File: src/rtl/dioptase_mmio_pkg.sv
// Shared MMIO map and DMA definitions for the VRAM copy engine.
//   SRC/DST/LEN/CTRL register byte addresses, memory read latency,
//   transfer length width and the DMA state enum.
package dioptase_mmio_pkg;

  localparam logic [17:0] SRC_ADDR  = 18'h20010;
  localparam logic [17:0] DST_ADDR  = 18'h20014;
  localparam logic [17:0] LEN_ADDR  = 18'h20018;
  localparam logic [17:0] CTRL_ADDR = 18'h2001C;

  localparam int unsigned READ_LATENCY = 2;
  localparam int unsigned LEN_W        = 13;

  typedef enum logic [2:0] {
    ST_IDLE,
    ST_START,
    ST_ISSUE,
    ST_WAIT,
    ST_WRITE,
    ST_DONE
  } dma_state_t;

endpackage

File: src/rtl/vram_dma_regs.sv
// MMIO decode and register file for the VRAM DMA.
//   clk, rst, clk_en : clock, sync active-high reset, memory clock enable
//   idle             : engine idle; register writes are ignored otherwise
//   wen0, waddr,
//   wdata            : CPU write request (byte-lane 0 enable, address, low data bits)
//   set_done         : engine finished a transfer this clk_en cycle
//   src, dst, len    : programmed word-aligned source/destination and word count
//   start            : qualified start (CTRL bit0 written with nonzero LEN)
//   done             : sticky completion flag
module vram_dma_regs
  import dioptase_mmio_pkg::*;
(
  input  logic             clk,
  input  logic             rst,
  input  logic             clk_en,
  input  logic             idle,
  input  logic             wen0,
  input  logic [17:0]      waddr,
  input  logic [17:0]      wdata,
  input  logic             set_done,
  output logic [17:0]      src,
  output logic [17:0]      dst,
  output logic [LEN_W-1:0] len,
  output logic             start,
  output logic             done
);

  logic wr_en;
  logic ctrl_wr;

  assign wr_en   = idle && wen0;
  assign ctrl_wr = wr_en && (waddr == CTRL_ADDR);
  assign start   = clk_en && ctrl_wr && wdata[0] && (len != '0);

  always_ff @(posedge clk) begin
    if (rst) begin
      src  <= '0;
      dst  <= '0;
      len  <= '0;
      done <= 1'b0;
    end else if (clk_en) begin
      if (wr_en) begin
        case (waddr)
          SRC_ADDR: src <= {wdata[17:2], 2'b00};
          DST_ADDR: dst <= {wdata[17:2], 2'b00};
          LEN_ADDR: len <= wdata[LEN_W-1:0];
          default:  ;
        endcase
      end
      // set_done only occurs while busy and ctrl_wr only while idle, so they
      // never collide; a clear+start write clears now and sets at completion.
      if (set_done) begin
        done <= 1'b1;
      end else if (ctrl_wr && wdata[1]) begin
        done <= 1'b0;
      end
    end
  end

endmodule

File: src/rtl/vram_dma.sv
// VRAM DMA: sits between the CPU data port and memory, forwards CPU traffic
// while idle and copies LEN words from SRC to DST when started.
//   clk, rst, clk_en        : clock, sync active-high reset, memory clock enable
//   cpu_raddr1/wen/waddr/wdata : CPU data-port request
//   cpu_rdata1, cpu_stall   : read data / status to CPU, CPU freeze
//   mem_raddr1/wen/waddr/wdata : memory read port 1 and write port
//   mem_rdata1              : memory read port 1 data
//   irq                     : one clk_en-cycle transfer-complete pulse
module vram_dma
  import dioptase_mmio_pkg::*;
(
  input  logic        clk,
  input  logic        rst,
  input  logic        clk_en,
  input  logic [17:0] cpu_raddr1,
  input  logic [3:0]  cpu_wen,
  input  logic [17:0] cpu_waddr,
  input  logic [31:0] cpu_wdata,
  output logic [31:0] cpu_rdata1,
  output logic        cpu_stall,
  output logic [17:0] mem_raddr1,
  output logic [3:0]  mem_wen,
  output logic [17:0] mem_waddr,
  output logic [31:0] mem_wdata,
  input  logic [31:0] mem_rdata1,
  output logic        irq
);

  dma_state_t       state;
  dma_state_t       state_next;
  logic [17:0]      cur_src;
  logic [17:0]      cur_dst;
  logic [LEN_W-1:0] remaining;
  logic [17:0]      raddr_pipe [READ_LATENCY];

  logic             idle;
  logic             busy;
  logic             set_done;
  logic             start;
  logic             done;
  logic [17:0]      reg_src;
  logic [17:0]      reg_dst;
  logic [LEN_W-1:0] reg_len;

  assign idle = (state == ST_IDLE);
  assign busy = !idle;

  vram_dma_regs u_regs (
    .clk      (clk),
    .rst      (rst),
    .clk_en   (clk_en),
    .idle     (idle),
    .wen0     (cpu_wen[0]),
    .waddr    (cpu_waddr),
    .wdata    (cpu_wdata[17:0]),
    .set_done (set_done),
    .src      (reg_src),
    .dst      (reg_dst),
    .len      (reg_len),
    .start    (start),
    .done     (done)
  );

  always_ff @(posedge clk) begin
    if (rst) begin
      state     <= ST_IDLE;
      cur_src   <= '0;
      cur_dst   <= '0;
      remaining <= '0;
      for (int unsigned i = 0; i < READ_LATENCY; i++) begin
        raddr_pipe[i] <= '0;
      end
    end else if (clk_en) begin
      state <= state_next;
      if (idle && start) begin
        cur_src   <= reg_src;
        cur_dst   <= reg_dst;
        remaining <= reg_len;
      end
      if (state == ST_WRITE) begin
        cur_src   <= cur_src + 18'd4;
        cur_dst   <= cur_dst + 18'd4;
        remaining <= remaining - LEN_W'(1);
      end
      raddr_pipe[0] <= cpu_raddr1;
      for (int unsigned i = 1; i < READ_LATENCY; i++) begin
        raddr_pipe[i] <= raddr_pipe[i-1];
      end
    end
  end

  always_comb begin
    state_next = state;
    mem_raddr1 = cpu_raddr1;
    mem_waddr  = cpu_waddr;
    mem_wdata  = cpu_wdata;
    mem_wen    = idle ? cpu_wen : '0;
    irq        = 1'b0;
    set_done   = 1'b0;
    case (state)
      ST_IDLE:  if (start) state_next = ST_START;
      ST_START: state_next = ST_ISSUE;
      ST_ISSUE: begin
        mem_raddr1 = cur_src;
        state_next = ST_WAIT;
      end
      ST_WAIT:  state_next = ST_WRITE;
      ST_WRITE: begin
        mem_waddr  = cur_dst;
        mem_wdata  = mem_rdata1;
        mem_wen    = '1;
        state_next = (remaining > LEN_W'(1)) ? ST_ISSUE : ST_DONE;
      end
      ST_DONE: begin
        irq        = 1'b1;
        set_done   = 1'b1;
        state_next = ST_IDLE;
      end
      default:  state_next = ST_IDLE;
    endcase
  end

  assign cpu_stall  = busy;
  assign cpu_rdata1 = (raddr_pipe[READ_LATENCY-1] == CTRL_ADDR) ? {30'b0, done, busy}
                                                                : mem_rdata1;

endmodule
File: config.mk
export PLATFORM = sky130hd
export DESIGN_NAME = vram_dma
export DESIGN_NICKNAME = d
export VERILOG_FILES = /design/src/rtl/dioptase_mmio_pkg.sv /design/src/rtl/vram_dma_regs.sv /design/src/rtl/vram_dma.sv
export SDC_FILE = /design/constraint.sdc
export NUM_CORES = 1
export LEC_CHECK = 0
export ABC_AREA = 1
export CAP_MARGIN = 20
export CORE_ASPECT_RATIO = 0.5
export CORE_UTILIZATION = 49
export CTS_CLUSTER_DIAMETER = 200
export DETAILED_ROUTE_END_ITERATION = 7
export PLACE_DENSITY = 0.8
export SYNTH_ARGS = -nofsm -noshare
export SYNTH_HDL_FRONTEND = slang
export SYNTH_SLANG_ARGS = --single-unit
File: constraint.sdc
create_clock -name clk -period 2.5 [get_ports clk]
set_input_delay 0.5 -clock clk [delete_from_list [all_inputs] [get_ports clk]]
set_output_delay 0.5 -clock clk [all_outputs]
set_load 0.1 [all_outputs]
==> results of run 1 <==
power by group through the flow:
| stage | clock network, mW | registers, mW | logic [mW] |
|---|---|---|---|
| after floorplan | 0 | 2.26 | 0.858 |
| after global placement | 0 | 2.26 | 1.54 |
| after detailed placement | 0 | 2.27 | 1.55 |
| after CTS | 2.81 | 2.22 | 1.56 |
| after global routing | 2.92 | 2.23 | 1.62 |
| final | 2.82 | 2.22 | 1.58 |
layout make-up:
class                      instances  area share [%]
tap                              204            2.02
timing repair buffer             260            30.6
sequential                       130            23.5
clock buffer                      18            3.39
multi-input combinational        916            34.2
clock inverter                    13            1.84
inverter                         150            4.49
final timing paths:
kind | from | end | slack, ps
hold reg to reg | u_regs.src[9] | u_regs.src[9] | 490
setup / recovery | raddr_pipe[0][29] | cpu_rdata1[1] | -10
setup reg to reg | state[0] | cur_dst[7] | 370
hold / removal | u_regs.src[9] | u_regs.src[9] | 490
through the flow:
step / cell area [µm²] / instances / hold WS [ps]
3_3_place_gp: 11600 / 1644 / 450
3_5_place_dp: 11600 / 1644 / 464
6_report: 12600 / 1691 / 486
4_1_cts: 12400 / 1681 / 479
5_1_grt: 12600 / 1691 / 491
2_1_floorplan: 8050 / 1260 / 440
kinds of logic after synthesis:
kind of cell	count (synthesis)	share of synthesized area, %
adder cells (fa/ha/maj)	4	0.638
multiplexers	1	0.128
AO/OA/AOI/OAI	125	8.36
AND/OR/NAND/NOR	781	41.2
XOR/XNOR	5	0.558
flip-flops	130	37.8
buffers and inverters	214	11.3
registers in the layout (all words and copies together), names as in the netlist:
register / flops
u_regs.src: 16
u_regs.done: 1
cur_src: 16
u_regs.dst: 16
cur_dst: 16
state: 3
raddr_pipe: 36
remaining: 13
u_regs.len: 13
Yosys cell counts:
| library cell | number | area share [%] |
|---|---|---|
| xor2_1 | 1 | 0.11 |
| nor4_1 | 3 | 0.24 |
| dfxtp_1 | 94 | 24 |
| nand4_1 | 12 | 0.96 |
| o21a_1 | 1 | 0.096 |
| nor2_1 | 234 | 11 |
| or2_2 | 5 | 0.40 |
| o31ai_1 | 2 | 0.19 |
| nor3_1 | 9 | 0.57 |
| o211ai_1 | 2 | 0.19 |
| a21o_1 | 1 | 0.096 |
| and2_1 | 2 | 0.16 |
| nor2_4 | 2 | 0.29 |
| clkbuf_1 | 30 | 1.4 |
| nor4_4 | 3 | 0.81 |
| nand2_2 | 4 | 0.32 |
| o21ai_0 | 68 | 4.3 |
| buf_6 | 4 | 0.57 |
| inv_1 | 145 | 6.9 |
| mux2i_1 | 1 | 0.13 |
| a22oi_1 | 4 | 0.38 |
| nand2_1 | 385 | 18 |
| o21bai_1 | 2 | 0.19 |
| buf_1 | 7 | 0.34 |
| xnor2_1 | 4 | 0.45 |
| buf_4 | 9 | 0.86 |
| a21oi_1 | 45 | 2.9 |
| buf_2 | 14 | 0.89 |
| nand2_4 | 1 | 0.14 |
| ha_1 | 4 | 0.64 |
| inv_2 | 3 | 0.14 |
| inv_4 | 1 | 0.080 |
| clkinv_1 | 1 | 0.048 |
| edfxtp_1 | 36 | 14 |
| nand3_1 | 121 | 7.7 |
layout by cell type, fill, tap and decap left out, drive strengths merged, types with 9 or more instances in the layout:
master	count
a21oi	45
nand3	121
inv	150
nand2	390
clkdlybuf4s50	106
nor3	9
dfxtp	94
buf	148
edfxtp	36
nand4	12
nor2	236
clkbuf	22
o21ai	68
worst max-delay path, stage by stage (launching register included):
cell	delay (ps)
edfxtp_1	410
nor4_4	330
nand4_1	140
buf_6	190
buf_12	160
o21ai_4	170
buf_12	200
layer usage:
metal  vias up  routed length [µm]  share of wire [%]  track usage (%)
li1       4392                   -                  -                -
met1      4268               12000                 40             43.2
met2       499               14000                 47             58.8
met3        76                2880                9.7             8.46
met4         0                 970                3.3             13.9
met5         -                   0                  0                0
what timing repair did:
| item | 4_1_cts | 5_1_grt |
|---|---|---|
| hold buffers | 0 | 0 |
| setup buffers | 3 | 6 |
| gates resized for setup | 11 | 52 |
| hold endpoints to repair | 0 | 0 |
| setup endpoints to repair | 79 | 58 |
| pin swaps | 3 | 1 |
| cloned | 3 | 4 |
==> summary.txt, run 1 <==
Finish
  – Register area: 2970 µm²
  – Finished Core Util: 81.4%
  – Multi-input logic area: 4320 µm²
  – ANT cells: 0
  – Nets: 1,586
  – Area delta synth->final: 61.3%
  – Number of filler cells placed in the layout: 1,005
  – Layout cells sized above 1: 19.9%

Yosys
  – Yosys reg bits: 130
  – Post-Synthesis Cells: 1,260
  – Mean Syn Cell Area: 6.23 µm²
  – Register area share after synthesis: 37.8%
  – Synthesized net count: 1,371
  – Post-synth cell types: 35
  – Post-Synthesis Cell Area: 7840 µm²
  – Yosys warns: 0

Worst hold path
  – Hold Crit Class: reg -> reg
  – Hold path depth: 2

Power and ir drop
  – Combinational share of power: 23.8%
  – Net switching power figure: 1.96 mW
  – Clock power share: 42.6%
  – Sw Share: 29.7%
  – Sequential share of power: 33.6%
  – Overall power: 6.62 mW
  – Power Internal: 4.66 mW
  – Max rail drop VDD: 0.000443 V
  – Power Dens Cells: 523 nW/µm²
  – Pleak: 5.60 nW

Die
  – Overall die width: 181 µm
  – Die ar.: 16,500 µm²
  – Initial Util: 50.5%
  – Die Ht: 91.5 µm
  – Site row count: 32
  – Core area: 15,500 µm²
  – Num ports: 213

Drt
  – Drt pass-1 iters: 6
  – Starting DRT DRC Count: 935
  – DR WL/cell: 17.6 µm
  – DRC: 0
  – Routed wire length: 29,800 µm
  – Post-DRT Antenna Nets: 0
  – Vias: 9,235
  – Vias per cell: 5.46

Setup path
  – CP max FO: 5
  – Startpoint types: register
  – R2R depth: 10
  – Kind of critical path: reg -> out
  – Worst EP required: 2000 ps
  – WP data arrival: 2010 ps
  – Crit path capture type: output port

Clock tree
  – Clk Latency, worst-skew pair: 420 ps
  – Clock Pin Slew Worst Setup and Hold Paths: 60 ps
  – Longest Clk Path Bufs: 2
  – CTS Sinks: 130
  – H-tree Lvls: 4
  – Root buffer cell: clkbuf_16
  – Total CTS buffers: 17
  – CTS tree: done

STA
  – Worst clock skew: 12.2 ps
  – Final period utilization: 101%
  – Final min period: 2510 ps
  – Final Max Slew Viols: 0
  – Worst setup margin: -14.8 ps
  – Fmax: 398 MHz
  – Rel. slew slack: 68.6%
  – Final Hold Viols: 0
  – Slew @ Worst Pin: 470 ps
  – Final Setup Violations: 1
  – Setup TNS: -14.8 ps
  – RSZ-0062 raised after global routing: true

Flow run
  – Max Cap Violations: 0

Run status
  – Failing checks: setup timing
  – Status: complete, but fails checks

Global route
  – Number of global-route vias before repair: 8,684
  – Largest net degree at the start of global routing: 62
  – GRT Resource Usage Total: 35.0%
  – Total grt overflow: 0
  – First-pass GRT wire length: 45,200 µm
  – Antenna violations before repair: 0

Placed design
  – Placed wire-length estimate: 20,700 µm
  – Placement Setup Slack: 36.5 ps
  – PortBufs: 212
  – Final GP Congestion: 0.929
Power figures use the tool's default switching activity.
==> run 2: changes to the inputs <==
--- a/config.mk
+++ b/config.mk
@@ -7,11 +7,14 @@
 export LEC_CHECK = 0
 export ABC_AREA = 1
 export CAP_MARGIN = 20
+export CELL_PAD_IN_SITES_DETAIL_PLACEMENT = 0
+export CELL_PAD_IN_SITES_GLOBAL_PLACEMENT = 1
 export CORE_ASPECT_RATIO = 0.5
-export CORE_UTILIZATION = 49
+export CORE_UTILIZATION = 34
 export CTS_CLUSTER_DIAMETER = 200
 export DETAILED_ROUTE_END_ITERATION = 7
 export PLACE_DENSITY = 0.8
 export SYNTH_ARGS = -nofsm -noshare
 export SYNTH_HDL_FRONTEND = slang
+export SYNTH_HIERARCHICAL = 1
 export SYNTH_SLANG_ARGS = --single-unit
==> run 2 against run 1 <==
  * The run ends with DRC, setup timing left
  * Via count shrank 6.7%
  * Register-to-register slack lost 250 ps
  * Critical path depth shrank 1
  * Non-clock buffer count shrank 2
  * Core utilization shrank 27 points
  * Sequential share of layout area grew 0.76 points
  * Cell count grew 7.0%
  * First-iteration DRC count shrank 36%
  * Clock skew shrank 2.4 ps
  * Total power grew 24%
  * Critical endpoint is now cpu_rdata1[0]
  * Largest power group is now combinational cells
==> summary.txt, run 2 <==
Die
  – Site row count: 39 (was 32)
  – Overall die width: 220 µm (was 181 µm)
  – Core area: 23,100 µm² (was 15,500 µm²)
  – Die Ht: 111 µm (was 91.5 µm)
  – Initial Util: 35.1% (was 50.5%)
  – Num ports: 213 (unchanged)
  – Die ar.: 24,500 µm² (was 16,500 µm²)

Setup path
  – WP data arrival: 2060 ps (was 2010 ps)
  – CP max FO: 34 (was 5)
  – Startpoint types: register (unchanged)
  – Crit path capture type: output port (unchanged)
  – Kind of critical path: reg -> out (unchanged)
  – Worst EP required: 2000 ps (about the same)

Placed design
  – Placed Cells: 1,775 (was 1,644)
  – PortBufs: 212 (unchanged)
  – Placed wire-length estimate: 20,400 µm (was 20,700 µm)
  – Final GP Congestion: 0.872 (was 0.929)
  – Placed cell area: 11,900 µm² (was 11,600 µm²)

Clock tree
  – Total CTS buffers: 17 (unchanged)
  – Clk Latency, worst-skew pair: 420 ps (about the same)
  – CTS tree: done (unchanged)
  – CTS Sinks: 134 (was 130)
  – Root buffer cell: clkbuf_16 (unchanged)
  – H-tree Lvls: 4 (unchanged)
  – Clock Pin Slew Worst Setup and Hold Paths: 60 ps (about the same)
  – Hold-fix buffer count after cts: 0 (unchanged)
  – Longest Clk Path Bufs: 2 (unchanged)

Yosys
  – Yosys warns: 6 (was 0)
  – Post-synth cell types: 41 (was 35)
  – EDFF count, synth: 36 (unchanged)
  – Synth Flop Type: dfxtp_1 (unchanged)
  – Mean Syn Cell Area: 6.38 µm² (was 6.23 µm²)
  – Register area share after synthesis: 37.5% (was 37.8%)
  – Most frequent cell after synthesis: nand2_1 (unchanged)
  – Post-Synthesis Cell Area: 8110 µm² (was 7840 µm²)
  – Asr flop ratio synth: 0% (unchanged)
  – Synth top cells by count: nand2_1, nor2_1, inv_1 (unchanged)
  – Post-Synthesis Cells: 1,271 (was 1,260)
  – Yosys reg bits: 134 (was 130)
  – Post-synth top area cell: dfxtp_1 (unchanged)
  – Synth top area share: 24.2% (was 24.0%)
  – Leading post-synthesis cells by cell area: dfxtp_1, nand2_1, edfxtp_1 (unchanged)

Drt
  – DRC: 4 (was 0)
  – Drt pass-1 iters: 7 (was 6)
  – Vias per cell: 4.76 (was 5.46)
  – DR WL/cell: 14.8 µm (was 17.6 µm)
  – Post-DRT Antenna Nets: 0 (unchanged)
  – Routed wire length: 26,800 µm (was 29,800 µm)
  – Starting DRT DRC Count: 602 (was 935)
  – Vias: 8,615 (was 9,235)

Global route
  – GRT Resource Usage Total: 22.3% (was 35.0%)
  – Total grt overflow: 0 (unchanged)
  – First-pass GRT wire length: 42,800 µm (was 45,200 µm)
  – Antenna violations before repair: 0 (unchanged)
  – Largest net degree at the start of global routing: 39 (was 62)
  – Number of global-route vias before repair: 8,159 (was 8,684)

Run status
  – Status: complete, but fails checks (unchanged)
  – Failing checks: DRC, setup timing (was setup timing)

Power and ir drop
  – Sw Share: 38.2% (was 29.7%)
  – Net switching power figure: 3.15 mW (was 1.96 mW)
  – Clock power share: 32.8% (was 42.6%)
  – Combinational share of power: 38.9% (was 23.8%)
  – Power Dens Cells: 655 nW/µm² (was 523 nW/µm²)
  – Max rail drop VDD: 0.000493 V (was 0.000443 V)
  – Sequential share of power: 28.3% (was 33.6%)
  – Power Internal: 5.08 mW (was 4.66 mW)
  – Pleak: 5.66 nW (was 5.60 nW)

Finish
  – Area delta synth->final: 54.9% (was 61.3%)
  – Commonest non-fill, non-tap cell in the layout: nand2_1 (unchanged)
  – ANT cells: 0 (unchanged)
  – Largest regs: raddr_pipe (36), cur_dst (18), cur_src (18)
  – Top reg by flops: raddr_pipe (unchanged)
  – Layout cells sized above 1: 15.9% (was 19.9%)
  – Nets: 1,600 (was 1,586)
  – Max FFs per register: 36 (unchanged)
  – Post-Layout Cell Count: 1,809 (was 1,691)
  – Finished Core Util: 54.3% (was 81.4%)
  – Commonest cells after routing, fill and taps aside: nand2_1, nor2_1, inv_1 (was nand2_1, nor2_1, nand3_1, buf_12, inv_1)
  – Final instance area: 12,600 µm² (about the same)

Flow run
  – Max Cap Violations: 0 (unchanged)

Worst hold path
  – Hold Crit Class: reg -> reg (unchanged)

STA
  – Final period utilization: 102% (was 101%)
  – Hold_ws: 472 ps (was 486 ps)
  – Slew @ Worst Pin: 506 ps (was 470 ps)
  – Final Hold Viols: 0 (unchanged)
  – Final Setup Violations: 2 (was 1)
  – RSZ-0062 raised after global routing: true (unchanged)
  – Worst setup margin: -59.5 ps (was -14.8 ps)
  – Rel. slew slack: 66.2% (was 68.6%)
  – Worst clock skew: 9.88 ps (was 12.2 ps)
  – Final Max Slew Viols: 0 (unchanged)
  – Final min period: 2560 ps (was 2510 ps)
  – Fmax: 391 MHz (was 398 MHz)
==> run 2: what timing repair did <==
item | 4_1_cts | 5_1_grt
gates cloned | 0 | 0
endpoints found under the setup margin | 76 | 74
setup buffers | 2 | 0
gates resized for setup | 6 | 4
pin swaps | 2 | 1
==> run 2: layout make-up <==
cell class | instances | area, µm²
Timing Repair Buffer | 258 | 3660
Sequential cell | 134 | 3040
Tap cell | 307 | 384
Clock inverter | 14 | 199
Inverter | 199 | 752
Multi-Input combinational cell | 879 | 4100
Clock buffer | 18 | 429
Fill cell | 2229 | 10600
==> run 2: kinds of logic (layout without fill, tap and decap cells) <==
logic type                 count (synthesis)  after routing  share of synthesized area, %
other                                      1              4                        0.0462
xor gates and xnor gates                   4              4                         0.432
AOI/OAI and AO/OA                        172            172                          12.3
adders and majority gates                  4              4                         0.617
and+or+nand+nor                          695            695                          35.7
buffers and inverters                    261            489                          13.4
DFF                                      134            134                          37.5
==> run 2: critical path, cell delays in order (launching register included) <==
cell and delay (ps):
edfxtp_1 410, nor4_4 330, nand4_1 230, buf_12 230, o21ai_4 220, buf_12 210
==> run 2: power groups by stage <==
stage / registers [mW] / clock network, mW / logic, mW
floorplan: 2.36 / 0 / 1.91
global placement: 2.37 / 0 / 3.18
detailed placement: 2.37 / 0 / 3.19
CTS: 2.33 / 2.74 / 3.21
global route: 2.34 / 2.85 / 3.33
finish: 2.33 / 2.70 / 3.20
==> run 2: path summary, 6_finish.rpt <==
| path | from | endpoint | slack, ps | cells past startpoint |
|---|---|---|---|---|
| setup / recovery | raddr_pipe[0][29] | cpu_rdata1[0] | -60 | 5 |
| hold / removal | cur_src[1] | cur_src[1] | 470 | 2 |
| setup reg to reg | state[0] | cur_dst[12] | 120 | 15 |
| hold reg to reg | cur_src[1] | cur_src[1] | 470 | 2 |
==> run 2: routing by layer <==
metal  share of wire [%]  vias up  global-route usage (%)  wire (µm)
li1                    -     4361                       -          -
met1                  48     3947                    31.6      13000
met2                  44      289                    34.3      11800
met3                 7.0       18                    5.16       1860
met4                0.74        0                    4.28        198
met5                   0        -                       0          0
==> run 2: through the flow <==
step / TNS, ps / power, mW / worst slack [ps]
finish: -82.1 / 8.23 / -59.5
detailed placement: -464 / 5.57 / -85.5
global placement: -59.7 / 5.55 / -22.8
global route: -1690 / 8.52 / -116
CTS: -92.0 / 8.28 / -74.5
floorplan: -3510 / 4.27 / -456
